File: src/rtl/instr_fetch_if.sv
// Fetch-unit bus: synchronous ROM read port, decoder valid/ready handshake and jump redirect.
// Master is the fetch unit; slave is the ROM/decoder/control side.
interface instr_fetch_if #(
    parameter int unsigned ADDR_W = 16,
    parameter int unsigned DATA_W = 16
);
    logic [ADDR_W-1:0] rom_addr;
    logic [DATA_W-1:0] rom_data;
    logic [DATA_W-1:0] instr_op;
    logic [DATA_W-1:0] instr_arg;
    logic [ADDR_W-1:0] instr_pc;
    logic              instr_valid;
    logic              instr_ready;
    logic              instr_err;
    logic              redirect_valid;
    logic [ADDR_W-1:0] redirect_pc;

    modport master (
        output rom_addr,
        input  rom_data,
        output instr_op,
        output instr_arg,
        output instr_pc,
        output instr_valid,
        input  instr_ready,
        output instr_err,
        input  redirect_valid,
        input  redirect_pc
    );

    modport slave (
        input  rom_addr,
        output rom_data,
        input  instr_op,
        input  instr_arg,
        input  instr_pc,
        input  instr_valid,
        output instr_ready,
        input  instr_err,
        output redirect_valid,
        output redirect_pc
    );
endinterface

File: src/rtl/instr_fetch.sv
// Instruction fetch: assembles 1/2-word instructions from a sync ROM; valid 2/4 cycles after FETCH_OP, held until instr_ready.
// Redirect has priority over everything but reset; FETCH_LEN_CHECK_EN makes length bits 2'b11 an illegal one-word instruction.
module instr_fetch #(
    parameter int unsigned       ADDR_W   = 16,
    parameter int unsigned       DATA_W   = 16,
    parameter logic [ADDR_W-1:0] RESET_PC = '0
) (
    input  logic          clk,
    input  logic          rst,
    instr_fetch_if.master bus
);
    typedef enum logic [2:0] {
        S_FETCH_OP,
        S_WAIT_OP,
        S_FETCH_ARG,
        S_WAIT_ARG,
        S_HOLD
    } state_t;

    state_t            r_state;
    state_t            w_state_nxt;
    logic [ADDR_W-1:0] r_pc;
    logic [ADDR_W-1:0] r_rom_addr;
    logic [ADDR_W-1:0] r_instr_pc;
    logic [DATA_W-1:0] r_instr_op;
    logic [DATA_W-1:0] r_instr_arg;
    logic              r_instr_valid;
    logic              r_two;

    logic [ADDR_W-1:0] w_pc_nxt;
    logic [ADDR_W-1:0] w_rom_addr_nxt;
    logic [ADDR_W-1:0] w_instr_pc_nxt;
    logic [DATA_W-1:0] w_instr_op_nxt;
    logic [DATA_W-1:0] w_instr_arg_nxt;
    logic              w_instr_valid_nxt;
    logic              w_two_nxt;

    logic              w_two_word;
    logic              w_hs;
    logic [ADDR_W-1:0] w_pc_plus1;
    logic [ADDR_W-1:0] w_pc_plus_len;

    assign w_hs          = (r_state == S_HOLD) && bus.instr_ready;
    assign w_pc_plus1    = r_pc + ADDR_W'(1);
    assign w_pc_plus_len = r_pc + (r_two ? ADDR_W'(2) : ADDR_W'(1));

`ifdef FETCH_LEN_CHECK_EN
    logic r_err;
    logic w_err_nxt;
    logic w_illegal;

    assign w_illegal  = (bus.rom_data[1:0] == 2'b11);
    assign w_two_word = bus.rom_data[1] && !w_illegal;
`else
    assign w_two_word = bus.rom_data[1];
`endif

    always_ff @(posedge clk) begin
        if (!rst) begin
            r_state <= S_FETCH_OP;
        end else begin
            r_state <= w_state_nxt;
        end
    end

    always_comb begin
        w_state_nxt = r_state;
        if (bus.redirect_valid) begin
            w_state_nxt = S_FETCH_OP;
        end else begin
            case (r_state)
                S_FETCH_OP:  w_state_nxt = S_WAIT_OP;
                S_WAIT_OP:   w_state_nxt = w_two_word ? S_FETCH_ARG : S_HOLD;
                S_FETCH_ARG: w_state_nxt = S_WAIT_ARG;
                S_WAIT_ARG:  w_state_nxt = S_HOLD;
                S_HOLD:      w_state_nxt = bus.instr_ready ? S_FETCH_OP : S_HOLD;
                default:     w_state_nxt = S_FETCH_OP;
            endcase
        end
    end

    // Next values of the registered outputs; a redirect discards whatever is in flight.
    always_comb begin
        w_pc_nxt          = r_pc;
        w_rom_addr_nxt    = r_rom_addr;
        w_instr_pc_nxt    = r_instr_pc;
        w_instr_op_nxt    = r_instr_op;
        w_instr_arg_nxt   = r_instr_arg;
        w_instr_valid_nxt = r_instr_valid;
        w_two_nxt         = r_two;
`ifdef FETCH_LEN_CHECK_EN
        w_err_nxt         = r_err;
`endif
        if (bus.redirect_valid) begin
            w_pc_nxt          = bus.redirect_pc;
            w_rom_addr_nxt    = bus.redirect_pc;
            w_instr_valid_nxt = 1'b0;
`ifdef FETCH_LEN_CHECK_EN
            w_err_nxt         = 1'b0;
`endif
        end else begin
            case (r_state)
                S_WAIT_OP: begin
                    w_instr_op_nxt = bus.rom_data;
                    w_instr_pc_nxt = r_pc;
                    w_two_nxt      = w_two_word;
`ifdef FETCH_LEN_CHECK_EN
                    w_err_nxt      = w_illegal;
`endif
                    if (w_two_word) begin
                        w_rom_addr_nxt = w_pc_plus1;
                    end else begin
                        w_instr_arg_nxt   = '0;
                        w_instr_valid_nxt = 1'b1;
                    end
                end
                S_WAIT_ARG: begin
                    w_instr_arg_nxt   = bus.rom_data;
                    w_instr_valid_nxt = 1'b1;
                end
                S_HOLD: begin
                    if (w_hs) begin
                        w_instr_valid_nxt = 1'b0;
                        w_pc_nxt          = w_pc_plus_len;
                        w_rom_addr_nxt    = w_pc_plus_len;
`ifdef FETCH_LEN_CHECK_EN
                        w_err_nxt         = 1'b0;
`endif
                    end
                end
                default: begin
                end
            endcase
        end
    end

    always_ff @(posedge clk) begin
        if (!rst) begin
            r_pc          <= RESET_PC;
            r_rom_addr    <= RESET_PC;
            r_instr_pc    <= RESET_PC;
            r_instr_op    <= '0;
            r_instr_arg   <= '0;
            r_instr_valid <= 1'b0;
            r_two         <= 1'b0;
        end else begin
            r_pc          <= w_pc_nxt;
            r_rom_addr    <= w_rom_addr_nxt;
            r_instr_pc    <= w_instr_pc_nxt;
            r_instr_op    <= w_instr_op_nxt;
            r_instr_arg   <= w_instr_arg_nxt;
            r_instr_valid <= w_instr_valid_nxt;
            r_two         <= w_two_nxt;
        end
    end

`ifdef FETCH_LEN_CHECK_EN
    always_ff @(posedge clk) begin
        if (!rst) begin
            r_err <= 1'b0;
        end else begin
            r_err <= w_err_nxt;
        end
    end

    assign bus.instr_err = r_err;
`else
    assign bus.instr_err = 1'b0;
`endif

    assign bus.rom_addr    = r_rom_addr;
    assign bus.instr_op    = r_instr_op;
    assign bus.instr_arg   = r_instr_arg;
    assign bus.instr_pc    = r_instr_pc;
    assign bus.instr_valid = r_instr_valid;
endmodule

File: src/flat_wrapper.sv
// flat-port wrapper written by rule: the top's interface ports become plain ports
module instr_fetch_flat 
#(
    parameter int unsigned       ADDR_W   = 16,
    parameter int unsigned       DATA_W   = 16,
    parameter logic [ADDR_W-1:0] RESET_PC = '0
)
  (clk, rst, bus_rom_addr, bus_rom_data, bus_instr_op, bus_instr_arg, bus_instr_pc, bus_instr_valid, bus_instr_ready, bus_instr_err, bus_redirect_valid, bus_redirect_pc);
  instr_fetch_if #(.ADDR_W(ADDR_W), .DATA_W(DATA_W)) bus_i ();
  input  logic clk;
  input  logic rst;
  output wire logic [$bits(bus_i.rom_addr)-1:0] bus_rom_addr;
  input wire logic [$bits(bus_i.rom_data)-1:0] bus_rom_data;
  output wire logic [$bits(bus_i.instr_op)-1:0] bus_instr_op;
  output wire logic [$bits(bus_i.instr_arg)-1:0] bus_instr_arg;
  output wire logic [$bits(bus_i.instr_pc)-1:0] bus_instr_pc;
  output wire logic [$bits(bus_i.instr_valid)-1:0] bus_instr_valid;
  input wire logic [$bits(bus_i.instr_ready)-1:0] bus_instr_ready;
  output wire logic [$bits(bus_i.instr_err)-1:0] bus_instr_err;
  input wire logic [$bits(bus_i.redirect_valid)-1:0] bus_redirect_valid;
  input wire logic [$bits(bus_i.redirect_pc)-1:0] bus_redirect_pc;
  assign bus_rom_addr = bus_i.rom_addr;
  assign bus_i.rom_data = bus_rom_data;
  assign bus_instr_op = bus_i.instr_op;
  assign bus_instr_arg = bus_i.instr_arg;
  assign bus_instr_pc = bus_i.instr_pc;
  assign bus_instr_valid = bus_i.instr_valid;
  assign bus_i.instr_ready = bus_instr_ready;
  assign bus_instr_err = bus_i.instr_err;
  assign bus_i.redirect_valid = bus_redirect_valid;
  assign bus_i.redirect_pc = bus_redirect_pc;
  instr_fetch #(.ADDR_W(ADDR_W), .DATA_W(DATA_W), .RESET_PC(RESET_PC)) u_core (.clk(clk), .rst(rst), .bus(bus_i));
endmodule
File: config.mk
export PLATFORM = sky130hd
export DESIGN_NAME = instr_fetch_flat
export DESIGN_NICKNAME = d
export VERILOG_FILES = /design/src/rtl/instr_fetch_if.sv /design/src/rtl/instr_fetch.sv /design/src/flat_wrapper.sv
export SDC_FILE = /design/constraint.sdc
export NUM_CORES = 1
export LEC_CHECK = 0
export ABC_AREA = 1
export ABC_CLOCK_PERIOD_IN_PS = 2020
export BUFFER_PORTS_ARGS = -buffer_cell sky130_fd_sc_hd__buf_2
export CAP_MARGIN = 20
export CORE_MARGIN = 2
export CORE_UTILIZATION = 30
export DETAILED_ROUTE_END_ITERATION = 10
export PLACE_DENSITY = 0.49
export SKIP_LAST_GASP = 1
export SYNTH_ARGS = -nofsm -noshare
export SYNTH_HDL_FRONTEND = slang
export SYNTH_SLANG_ARGS = --single-unit
File: constraint.sdc
create_clock -name clk -period 2.02 [get_ports clk]
set_clock_uncertainty 0.1 [all_clocks]
set_input_delay 0.101 -clock clk [delete_from_list [all_inputs] [get_ports clk]]
set_output_delay 0.101 -clock clk [all_outputs]
set_load 0.005 [all_outputs]
Word level (Yosys, flattened, before mapping)

Cells that the tools add are included.

Bits of input ports: 36
Logic and storage cells: 48
Output and inout bits: 66
Flip-flop bits (word level): 85

Bitwise operators: 2
Equality and inequality tests: 8
Reduce and logical (&&, ||, !) cells: 13
Muxes and demuxes: 15
Add/subtract/negate cells: 2

Operators with widths:

| kind                    | count |
|---|---|
| $mux W16                | 6 |
| $pmux W16 S2            | 2 |
| $add A16 B1 Y16 const B | 1 |
| $add A16 B16 Y16        | 1 |
| $pmux W3 S5             | 1 |
| $reduce_and A3 Y1       | 3 |
| $eq A3 B2 Y1 const B    | 2 |
| $mux W3                 | 2 |
| $reduce_bool A2 Y1      | 3 |
| $reduce_bool A3 Y1      | 2 |
| $reduce_and A2 Y1       | 2 |
| $eq A3 B1 Y1 const B    | 1 |
| $eq A3 B3 Y1 const B    | 1 |
| $logic_not A3 Y1        | 1 |
| $ne A3 B2 Y1 const B    | 1 |
| $ne A3 B3 Y1 const B    | 1 |
| $pmux W1 S3             | 1 |
| $mux W1                 | 2 |
| $mux W2                 | 1 |
| $ne A2 B1 Y1 const B    | 1 |
| $ne A2 B2 Y1 const B    | 1 |
| $not A1 Y1              | 2 |
| $reduce_or A2 Y1        | 1 |
| $logic_and A1 B1 Y1     | 1 |

Depth between registers and ports, before layout

Word-level depth: 5
Gate-level depth with buffers: 13
Mapped depth without buffers: 13

Worst setup path before layout

OpenSTA, ideal clock, no wires.

Kind: register to register
From: register, netlist name u_core.bus.instr_op[1]
To: register u_core.r_rom_addr[10], in the netlist u_core.bus.rom_addr[10]
Buffers on the path: 0
Data required time: 1.850 ns
Clock period less this slack: 1.946 ns
Library setup time: 0.070 ns
Arrival time: 1.776 ns
Stages on the path, launching flop included: 14
Slack: 0.074 ns
Path through: dfxtp_1 -> inv_1 -> ha_1 -> inv_1 -> fa_1 -> nor2_4 -> nand2_1 -> inv_1 -> nand2_1 -> nand2_1 -> nand3_1 -> nand2_1 -> nand2_1 -> a21oi_1

RTL lines:

| element                | line               | source |
|---|---|---|
| end signal: assignment | instr_fetch.sv:148 | `r_rom_addr <= w_rom_addr_nxt;` |
| end: declaration       | instr_fetch.sv:23  | `logic [ADDR_W-1:0] r_rom_addr;` |

==> summary.txt <==
Synth
  • Compound-cell area share of the yosys netlist: 20.51%
  • Library cells used by synthesis: 34
  • Synthesized cell area: 4192 um2
  • Mean post-synth cell area: 7.214 um2
  • Total number of yosys warnings: 0
  • Largest family of logic cells by synthesized area: simple AND/OR/NAND/NOR gates
  • XOR/XNOR Fraction of Synth Area: 1.463%
  • Mux share of post-synthesis cell area: 0%
  • Syn_nets: 621
  • Post-Synth Simple-Gate Area: 26.90%
  • Synth Register Bits: 84
  • Post-Synth Adder-Cell Area: 1.373%
  • Cells after Synth: 581
  • Register area share after synthesis: 40.12%

Outcome
  • Status: finished, final reports clean

GRT
  • Initial antenna violation count: 0
  • Global route total overflow: 0
  • Vias in the first global route: 4310
  • GRT Util Overall: 18.63%
  • First-pass GRT wire length: 21410 um
  • Largest net degree at the start of global routing: 58

Timing
  • Period utilisation layout: 99.57%
  • Worst slew pin tran: 0.5636 ns
  • Min Clock Period, post-route: 2.011 ns
  • Slew HR: 62.42%
  • Final WS setup: 0.008618 ns
  • Final Max Slew Viols: 0
  • Worst hold slack: 0.03986 ns
  • Hold Fails Final Rpt: 0
  • Fin Setup TNS: 0 ns
  • RSZ-0062 raised after global routing: true
  • Setup violators final: 0
  • Max Clk Rate: 0.4972 GHz

Floorplan
  • I/O Pins: 102
  • Die footprint: 14930 um2
  • FP Rows: 43
  • Height of the die: 122.2 um
  • Die width: 122.2 um
  • Starting density of the core: 30.43%
  • Core ar.: 13770 um2

CTS
  • CTS Buffer Depth: 2
  • Clock Sink Count: 84
  • Clock latency on the worst-skew pair: 0.34 ns
  • CTS Buf Count: 9
  • H-tree levels: 3
  • Clk Tree Root Cell: clkbuf_16
  • Clk pin slew, worst setup/hold paths: 0.06 ns
  • CTS tree: built

Worst setup path
  • CP dominant cell by count: inv_2
  • Critical path launch point type: register
  • Slowest-stage cell, CP: fa_2
  • Critical path buffers and inverters: 3
  • CP Capture Type: register
  • Critical Path AT: 2.18 ns
  • CP required: 2.19 ns
  • Largest delay share family, worst path: adder cells
  • CP cell instances: inv_2 -> ha_4 -> inv_2 -> fa_2 -> nor2_4 -> buf_6 -> nand2_4 -> xor2_2 -> o21ai_1 -> nand2_1 -> a21oi_1
  • Max incr delay on CP: 0.41 ns
  • R2r setup slk: 0.009 ns
  • Crit Path Class: register to register
  • Critical-path maximum fanout: 3

Finish
  • Nets: 751
  • Area grow syn2layout: 32.09%
  • Commonest non-fill, non-tap cell in the layout: nand2_1
  • N_diodes: 0
  • Filler cells: 1425
  • Most frequent cells in the layout: nand2_1, buf_2, dfxtp_1
  • Layout cells sized above 1: 27.79%

Routing
  • Routed vias: 4360
  • Routed WL per cell: 15.12 um
  • Drt via density: 4.866
  • WL final: 13550 um
  • DR pass1 iterations: 4
  • Starting DRT DRC Count: 238
  • Final routed DRC violation total: 0
  • Post-route antenna net violation count: 0

Placement
  • Final HPWL DP: 9448 um
  • Number of port buffers: 100
  • Pre-CTS setup slack: -0.04616 ns
  • GP Congestion: 0.8544

Flow run
  • Max Cap Viol: 0

Pwr
  • Maximum vdd drop: 0.0003725 V
  • Power Density: 726.7 nW/um2
  • Lkg Pwr: 2.477 nW

Min path
  • Worst min path class: primary input to register
## registers in the layout, indices dropped and copies added (netlist names)
register and cells:
u_core.r_state 3, u_core.bus.instr_arg 16, u_core.bus.rom_addr 16, u_core.r_pc 16
u_core.bus.instr_pc 16, u_core.bus.instr_op 16, u_core.bus.instr_valid 1
## synth_stat cells, drive strengths merged
library cell	number	area [um2]
nand2	124	513.0
dfxtp	84	1682
o21ai	74	370.4
a21oi	68	374.1
nor2	57	274.0
nand3	52	265.3
inv	46	175.2
buf	23	180.2
clkbuf	12	45.04
a31oi	11	68.82
xor2	7	61.31
nand4	5	31.28
nor3	5	30.03
o211ai	4	30.03
ha	3	37.54
a221oi	1	8.760
conb	1	3.750
fa	1	20.02
nand3b	1	7.510
o21bai	1	7.510
or2	1	6.260
## layout make-up
| cell class | instances | area [um2] | area share, % |
|---|---|---|---|
| clock buffers | 11 | 252.7 | 4.565 |
| clock inverters | 5 | 50.05 | 0.9040 |
| inverters | 46 | 175.2 | 3.164 |
| multi-input cells | 416 | 2163 | 39.07 |
| flip-flops and latches | 84 | 1683 | 30.40 |
| well taps | 180 | 225.2 | 4.068 |
| repair buffers | 154 | 987.2 | 17.83 |
## logic make-up (layout without fill, tap and decap cells)
group / after synthesis / count (layout)
buf+inv: 81 / 216
flops: 84 / 84
simple gates: 245 / 245
xor+xnor: 7 / 7
compound gates: 159 / 159
other cells: 1 / 1
fa+ha+maj: 4 / 4
## worst min-delay path, cell delays in order
cell and delay (ns):
buf_2 0.09, nand2_1 0.05, inv_1 0.06, a21oi_1 0.04, a21oi_1 0.11
## stage by stage
| stage | area, um2 | instances | util (%) | power (mW) |
|---|---|---|---|---|
| 6_report | 5537 | 896 | 40.20 | 4.023 |
| 4_1_cts | 5465 | 894 | 39.68 | 4.074 |
| 2_1_floorplan | 4192 | 581 | - | 2.126 |
| 5_1_grt | 5537 | 896 | 40.20 | 4.214 |
| 3_5_place_dp | 4850 | 847 | 35.21 | 2.332 |
| 3_3_place_gp | 4850 | 847 | 35.21 | 2.326 |
## final timing paths
kind / startpoint / endpoint / cells past startpoint
worst max-delay path: u_core.bus.instr_op[1] / u_core.bus.rom_addr[8] / 11
worst min-delay path: bus_redirect_pc[15] / u_core.r_pc[15] / 5
worst max register to register: u_core.bus.instr_op[1] / u_core.bus.rom_addr[8] / 11
worst min register to register: u_core.bus.instr_arg[14] / u_core.bus.instr_arg[14] / 2
## power breakdown
part	internal, mW	switching, mW	total (mW)
Clock	1.02	0.658	1.67
Sequential	1.74	0.0632	1.80
Combinational	0.230	0.315	0.545
Total	2.99	1.04	4.02
## layer usage
layer / share of wire, % / routed length [um] / global-route usage [%] / vias to the layer above
met5: 0 / 0 / 0 / -
met4: 3.4 / 461 / 9.267 / 0
met3: 4.1 / 562 / 2.715 / 27
met2: 49 / 6602 / 32.95 / 123
met1: 44 / 5918 / 21.84 / 2017
li1: - / - / - / 2193
## timing repair
item,in CTS,in global routing
setup endpoints to repair,5,12
buffers inserted,0,2
hold endpoints to repair,57,0
pin swaps,1,8
gates resized for setup,1,18
hold buffers,31,0
Power figures use the tool's default switching activity.
